File: src/rtl/uart_pkg.sv
// Shared types and helpers for the UART frame transmitter.
// Optional parity support is enabled elsewhere by defining UART_FRAME_TX_PARITY_EN.
package uart_pkg;

   localparam int MAX_DATA_BITS = 9;

   typedef enum logic [2:0] {
      TX_IDLE,
      TX_START,
      TX_DATA,
      TX_PARITY,
      TX_STOP
   } uart_tx_state_e;

   // Unused upper bits are zero, so they do not disturb the XOR reduction.
   function automatic logic parity_calc(input logic [MAX_DATA_BITS-1:0] data, input logic odd);
      return (^data) ^ odd;
   endfunction

endpackage

File: src/rtl/uart_baud_tick.sv
// Bit-period timer: counts while en is high, clears while low, and pulses tick
// on the last clock of each CLKS_PER_BIT-long bit period.
module uart_baud_tick #(
   parameter int CLKS_PER_BIT = 16
) (
   input  logic clk,
   input  logic rst_n,
   input  logic en,
   output logic tick
);

   localparam int CNT_W = $clog2(CLKS_PER_BIT + 1);
   localparam logic [CNT_W-1:0] LAST = CNT_W'(CLKS_PER_BIT - 1);

   logic [CNT_W-1:0] cnt;

   always_ff @(posedge clk or negedge rst_n) begin
      if (!rst_n) begin
         cnt <= '0;
      end else if (!en || cnt == LAST) begin
         cnt <= '0;
      end else begin
         cnt <= cnt + 1'b1;
      end
   end

   assign tick = en && (cnt == LAST);

endmodule

File: src/rtl/uart_frame_tx.sv
// Multi-word UART transmitter: latches a NUM_BYTES-word frame and sends it LSB first.
// Define UART_FRAME_TX_PARITY_EN to insert a parity bit after each word's data bits.
module uart_frame_tx
   import uart_pkg::*;
#(
   parameter int NUM_BYTES    = 12,
   parameter int DATA_BITS    = 8,
   parameter int CLKS_PER_BIT = 16,
   parameter int STOP_BITS    = 1,
   parameter int PARITY_ODD   = 0
) (
   input  logic                                 clk,
   input  logic                                 rst_n,
   input  logic                                 start,
   input  logic [NUM_BYTES-1:0][DATA_BITS-1:0]  cmd_buf,
   output logic                                 busy,
   output logic                                 done,
   output logic                                 data_out
);

   localparam int WORD_W = (NUM_BYTES > 1) ? $clog2(NUM_BYTES) : 1;
   localparam int BIT_W  = $clog2(DATA_BITS);
   localparam logic [WORD_W-1:0] LAST_WORD = WORD_W'(NUM_BYTES - 1);
   localparam logic [BIT_W-1:0]  LAST_BIT  = BIT_W'(DATA_BITS - 1);
   localparam logic              LAST_STOP = 1'(STOP_BITS - 1);

   uart_tx_state_e                        state;
   logic [NUM_BYTES-1:0][DATA_BITS-1:0]   frame_q;
   logic [WORD_W-1:0]                     word_idx;
   logic [BIT_W-1:0]                      bit_idx;
   logic [BIT_W-1:0]                      bit_nxt;
   logic                                  stop_cnt;
   logic [DATA_BITS-1:0]                  cur_word;
   logic                                  tick;

   assign cur_word = frame_q[word_idx];
   assign bit_nxt  = bit_idx + 1'b1;

   uart_baud_tick #(
      .CLKS_PER_BIT(CLKS_PER_BIT)
   ) u_baud (
      .clk  (clk),
      .rst_n(rst_n),
      .en   (state != TX_IDLE),
      .tick (tick)
   );

   // data_out is always loaded with the level of the state being entered, so the line
   // changes exactly on the bit boundary; the timer keeps running across bits and words.
   always_ff @(posedge clk or negedge rst_n) begin
      if (!rst_n) begin
         state    <= TX_IDLE;
         frame_q  <= '0;
         word_idx <= '0;
         bit_idx  <= '0;
         stop_cnt <= 1'b0;
         busy     <= 1'b0;
         done     <= 1'b0;
         data_out <= 1'b1;
      end else begin
         done <= 1'b0;
         case (state)
            TX_IDLE: begin
               if (start) begin
                  frame_q  <= cmd_buf;
                  word_idx <= '0;
                  bit_idx  <= '0;
                  stop_cnt <= 1'b0;
                  busy     <= 1'b1;
                  data_out <= 1'b0;
                  state    <= TX_START;
               end
            end
            TX_START: begin
               if (tick) begin
                  bit_idx  <= '0;
                  data_out <= cur_word[0];
                  state    <= TX_DATA;
               end
            end
            TX_DATA: begin
               if (tick) begin
                  if (bit_idx == LAST_BIT) begin
`ifdef UART_FRAME_TX_PARITY_EN
                     data_out <= parity_calc(MAX_DATA_BITS'(cur_word), 1'(PARITY_ODD));
                     state    <= TX_PARITY;
`else
                     data_out <= 1'b1;
                     stop_cnt <= 1'b0;
                     state    <= TX_STOP;
`endif
                  end else begin
                     bit_idx  <= bit_nxt;
                     data_out <= cur_word[bit_nxt];
                  end
               end
            end
`ifdef UART_FRAME_TX_PARITY_EN
            TX_PARITY: begin
               if (tick) begin
                  data_out <= 1'b1;
                  stop_cnt <= 1'b0;
                  state    <= TX_STOP;
               end
            end
`endif
            TX_STOP: begin
               if (tick) begin
                  if (stop_cnt == LAST_STOP) begin
                     stop_cnt <= 1'b0;
                     if (word_idx == LAST_WORD) begin
                        busy     <= 1'b0;
                        done     <= 1'b1;
                        data_out <= 1'b1;
                        state    <= TX_IDLE;
                     end else begin
                        word_idx <= word_idx + 1'b1;
                        data_out <= 1'b0;
                        state    <= TX_START;
                     end
                  end else begin
                     stop_cnt <= stop_cnt + 1'b1;
                  end
               end
            end
            default: begin
               busy     <= 1'b0;
               data_out <= 1'b1;
               state    <= TX_IDLE;
            end
         endcase
      end
   end

endmodule

File: config.mk
export PLATFORM = sky130hd
export DESIGN_NAME = uart_frame_tx
export DESIGN_NICKNAME = d
export VERILOG_FILES = /design/src/rtl/uart_pkg.sv /design/src/rtl/uart_baud_tick.sv /design/src/rtl/uart_frame_tx.sv
export SDC_FILE = /design/constraint.sdc
export NUM_CORES = 1
export LEC_CHECK = 0
export ABC_AREA = 1
export CORE_MARGIN = 8
export CORE_UTILIZATION = 52
export DETAILED_ROUTE_END_ITERATION = 12
export DONT_BUFFER_PORTS = 1
export GPL_ROUTABILITY_DRIVEN = 0
export PLACE_DENSITY = 0.68
export SLEW_MARGIN = 20
export SYNTH_ARGS = -nofsm -noshare
export SYNTH_HDL_FRONTEND = slang
export SYNTH_HIERARCHICAL = 1
export SYNTH_SLANG_ARGS = --single-unit
File: constraint.sdc
create_clock -name clk -period 2.36 [get_ports clk]
set_input_delay 0.472 -clock clk [delete_from_list [all_inputs] [get_ports clk]]
set_output_delay 0.472 -clock clk [all_outputs]
set_load 0.03 [all_outputs]
-- After elaboration in Yosys (flattened, before gate mapping)
Cells that the tools add are included.
- add/sub/neg operators: 4
- $lt $le $gt $ge: 2
- equal/unequal tests: 15
- mux-type cells: 44
- bitwise gates (word level): 1
- reductions and logical operators: 16
- operators by type and width (operator ; count):
    binary-select mux 8 bit (select 4 bit) ; 1
    two-way mux 3 bit ; 10
    AND reduction 5 bit ; 5
    two-way mux 1 bit ; 20
    != test 2 bit (second input constant) ; 9
    two-way mux 4 bit ; 4
    case mux 3 bit (4 select lines) ; 1
    case mux 3 bit (3 select lines) ; 1
    nonzero test 3 bit ; 3
    two-way mux 8 bit ; 1
    case mux 4 bit (2 select lines) ; 1
    == test 3 bit (second input constant) ; 2
    case mux 1 bit (3 select lines) ; 2
    AND reduction 6 bit ; 1
    adder 5 x 1 -> 5 bit (second input constant) ; 1
    == test 5 x 4 -> 1 bit (second input constant) ; 1
    < comparator 4 x 5 -> 1 bit (second input constant) ; 1
    two-way mux 5 bit ; 1
    adder 4 x 1 -> 4 bit (second input constant) ; 1
    == test 4 bit (second input constant) ; 1
    < comparator 3 x 4 -> 1 bit (second input constant) ; 1
    case mux 1 bit (4 select lines) ; 1
    adder 3 x 1 -> 3 bit (second input constant) ; 1
    binary-select mux 1 bit (select 3 bit) ; 1
    11 further kinds ; 11
- register bits after elaboration: 115
- input port bits: 99
- output and inout port bits: 3
- logic and storage cells: 102

-- Logic depth before layout (Yosys ltp)
- depth in word-level cells: 7
- mapped depth: 16
- mapped depth without buffers: 15

-- By module
Netlist, hierarchy kept.
- modules (own cells, without submodules) (module ; times used ; cells each ; area each (sq um) ; sequential area each (sq um)):
    uart_frame_tx ; 1 ; 712 ; 5390.2 ; 2728.9
    uart_baud_tick ; 1 ; 28 ; 232.7 ; 125.1

-- Least setup slack after synthesis
Ideal clock, no wire load.
- kind: register -> register
- from: register, netlist name u_baud/cnt[0]
- to: register frame_q[15] (netlist name)
- setup time: 0.126 ns
- data arrival time: 1.855 ns
- required time: 2.234 ns
- path slack: 0.379 ns
- stages on the path, launching flop included: 16
- path buffers: 2
- period minus slack after synthesis: 1.981 ns
- cell sequence: dfrtp_1 ha_1 nand2_1 nor2_1 ha_1 nand2_1 inv_1 inv_1 nand2_1 o21ai_2 a21oi_4 inv_2 nor2_8 buf_6 buf_6 o21ai_0
- RTL lines (item ; RTL line ; text):
    end signal, assigned ; uart_frame_tx.sv:65 ; frame_q <= cmd_buf;
    end, declared ; uart_frame_tx.sv:28 ; logic [NUM_BYTES-1:0][DATA_BITS-1:0] frame_q;

==> impl_metrics.env <==
export IMPL_status="finished, violations left"
export IMPL_violations="negative hold slack"
export IMPL_drc=0
export IMPL_diodes=0
export IMPL_post_cts_buffers=0
export IMPL_endpoint_kind="flip-flop"
export IMPL_syn_avg_cell_area_um2=7.599
export IMPL_hpwl_um=9492
export IMPL_fmax_mhz=449.7
export IMPL_yosys_warnings=6
export IMPL_drt_pass1_iter_count=5
export IMPL_final_min_clock_period_ps=2224
export IMPL_grt_use_total=0.1982
export IMPL_drtIter0Drc=364
export IMPL_ff2ff_path_depth=14
export IMPL_wirelength_um=13620
export IMPL_cts_root_buf="clkbuf_8"
export IMPL_wl_per_cell_um=15.32
export IMPL_hold_class="in2async"
export IMPL_p_int_mw=5.904
export IMPL_ant_nets=0
export IMPL_worstPathArrival_ps=2610
export IMPL_tightest_slew_ps=457.1
export IMPL_fin_nets=840
export IMPL_overflow=0
export IMPL_yosysTopAreaCell="dfrtp_1"
export IMPL_start_util=0.5256
export IMPL_async_reset_ff_frac=1.000
export IMPL_relSlewSlack=0.6952
export IMPL_synth_area_top_cells="dfrtp_1 50%, nand2_1 20%, nand3_1 6.9%"
export IMPL_pre_cts_ws_ps=157.4
export IMPL_skew_ps=7.073
export IMPL_cts_tree="built"
export IMPL_synth_edf_count=0
export IMPL_fin_ws_ps=136.3
export IMPL_grt_max_degree=115
export IMPL_drv_cap=0
export IMPL_synth_ff_type="dfrtp_1"
export IMPL_power_frac_comb=0.323
export IMPL_fillers=999
export IMPL_power_total_mw=9.067
export IMPL_synth_net_count=844
export IMPL_netSwitchingFraction=0.3488
export IMPL_port_buffers=0
export IMPL_cts_clk_slew_worst_paths_ps=50
export IMPL_regToRegStartpoint="u_baud/cnt[0]"
export IMPL_crit_path_frequent_cell="nand2_1"
export IMPL_die_area_mm2=0.01440
export IMPL_grt_pass1_wl_um=22870
export IMPL_whs_ps=-351.3
export IMPL_cpMaxStageDelayCell="dfrtp_1"
export IMPL_cts_sinks=114
export IMPL_clk_path_buf_depth=2
export IMPL_final_util=0.5982
export IMPL_p_clk_frac=0.315
export IMPL_synth_yosys_seq_area_share=0.5076
export IMPL_rows=38
export IMPL_drive_above_1_share=0.08144
export IMPL_cp_required_ps=2740
export IMPL_finalMaxSlewViolations=0
export IMPL_htreeDepth=4
export IMPL_crit_type="reg2reg"
export IMPL_seqPwrFrac=0.362
export IMPL_grt_pass1_vias=4766
export IMPL_cts_buffers=17
export IMPL_crit_fanout=72
export IMPL_synth_seq_cells=114
export IMPL_grt_antenna_before_repair=0
export IMPL_final_period_utilization=0.9422
export IMPL_rsz0062_at_grt="true"
export IMPL_synth_top_area_share=0.5029
export IMPL_design_core_area_mm2=0.01070
export IMPL_hold_viol=114
export IMPL_vias=4600
export IMPL_tns_ps=0
export IMPL_p_leak_nw=3.274
export IMPL_top_level_ports=102
export IMPL_synth_distinct_cells=25
export IMPL_irDropWorstVdd_mv=0.6221
export IMPL_worstReg2RegEnd="frame_q[61]"
export IMPL_worstPathCellList="ha_1 -> nand2_1 -> nor2_1 -> ha_2 -> nand2_1 -> inv_1 -> inv_1 -> nand2_1 -> o21ai_2 -> a21oi_4 -> inv_2 -> nor2_8 -> buf_16 -> o21ai_0"
export IMPL_switching_power_mw=3.163
export IMPL_avgViaCountPerCell=5.174
export IMPL_crit_path_max_incr_delay_ps=360
export IMPL_start_kind="flip-flop"
export IMPL_netlist_area_mm2=0.005623
export IMPL_die_h_um=120.0
export IMPL_power_density_mw_per_mm2=1417
export IMPL_die_w_um=120.0
export IMPL_setup_viol=0
export IMPL_r2r_slack_ps=140
export IMPL_areaGrowthSynthToFinish_pct=13.82
export IMPL_insertion_delay_ps=520
export IMPL_syn_inst=740
[stage by stage]
step	instance area, um^2	std cells
2_1_floorplan	5623	740
3_3_place_gp	5717	857
3_5_place_dp	5717	857
4_1_cts	6386	889
5_1_grt	6400	889
6_report	6400	889
[synth_stat cells, types with 2 or more instances]
cell type / n
a21oi_1: 7
buf_2: 18
buf_6: 9
clkbuf_1: 11
clkinv_1: 2
dfrtp_1: 113
ha_1: 5
inv_1: 82
inv_2: 4
nand2_1: 300
nand3_1: 78
nor2_1: 24
nor2_2: 2
nor2_8: 2
o211ai_1: 7
o21ai_0: 34
o21ai_1: 34
[critical path: cells and delay by family (launching register included)]
family                   cells  cell delay (ps)
AO/OA/AOI/OAI                3              360
flip-flops                   1              360
buffers and inverters        4              480
AND/OR/NAND/NOR              5              490
adder cells (fa/ha/maj)      2              360
[state kept, by name, summed over array words and instances, names as in the netlist]
signal / count
bit_idx: 3
busy: 1
state: 3
word_idx: 4
done: 1
data_out: 1
u_baud/cnt: 5
frame_q: 96
[cells by family after synthesis]
| family | share of synthesized area |
|---|---|
| flip-flops | 0.5076 |
| AO/OA/AOI/OAI | 0.08189 |
| buffers and inverters | 0.1001 |
| adder cells (fa/ha/maj) | 0.01113 |
| AND/OR/NAND/NOR | 0.2993 |
[repair_timing]
| action | CTS | global route |
|---|---|---|
| setup endpoints to repair | 0 | 48 |
| hold endpoints to repair | 114 | 114 |
| resized for setup | 0 | 3 |
[power by group through the flow]
stage	combinational (mW)	clock, mW	sequential [mW]
global route	3.41	2.99	3.38
finish	2.93	2.85	3.28
global placement	2.78	0	3.28
floorplan	2.40	0	3.19
detailed placement	2.89	0	3.31
CTS	2.93	2.89	3.29
[cells in the final DEF, fill, tap and decap left out, types with 3 or more instances in the layout]
cell,count
o21ai_0,34
o21ai_1,34
ha_1,4
o211ai_1,7
a21oi_1,7
buf_4,11
inv_1,82
nand2_1,300
dfrtp_1,112
nor2_1,24
inv_2,4
bufinv_16,5
clkbuf_8,7
nand3_1,78
clkbuf_16,16
clkinv_2,3
[worst max path at each step]
stage	from	end	slack, ps	cells past startpoint
after floorplan	u_baud/cnt[0]	frame_q[15]	380	15
after global placement	u_baud/cnt[0]	frame_q[66]	260	15
after detailed placement	u_baud/cnt[0]	frame_q[88]	160	15
after CTS	u_baud/cnt[0]	frame_q[88]	120	15
after global routing	u_baud/cnt[0]	frame_q[15]	-50	15
final	u_baud/cnt[0]	frame_q[61]	140	14
[layer usage]
layer  global-route usage  wire length, um  part of all wire
met5                    0                0                 0
met3              0.05730              795             0.058
met1               0.2483             6100              0.45
met4              0.07104              207             0.015
met2               0.3206             6512              0.48
[layout make-up]
class | count | area, um^2 | area share
Tap cell | 140 | 175.2 | 0.02737
Multi-Input combinational cell | 500 | 2208 | 0.3451
Inverter | 88 | 330.3 | 0.05161
Clock inverter | 9 | 172.7 | 0.02698
Sequential cell | 114 | 2855 | 0.4461
Timing Repair Buffer | 15 | 161.4 | 0.02522
Clock buffer | 23 | 496.7 | 0.07761
Note: power is estimated with default switching activity, not from simulation.
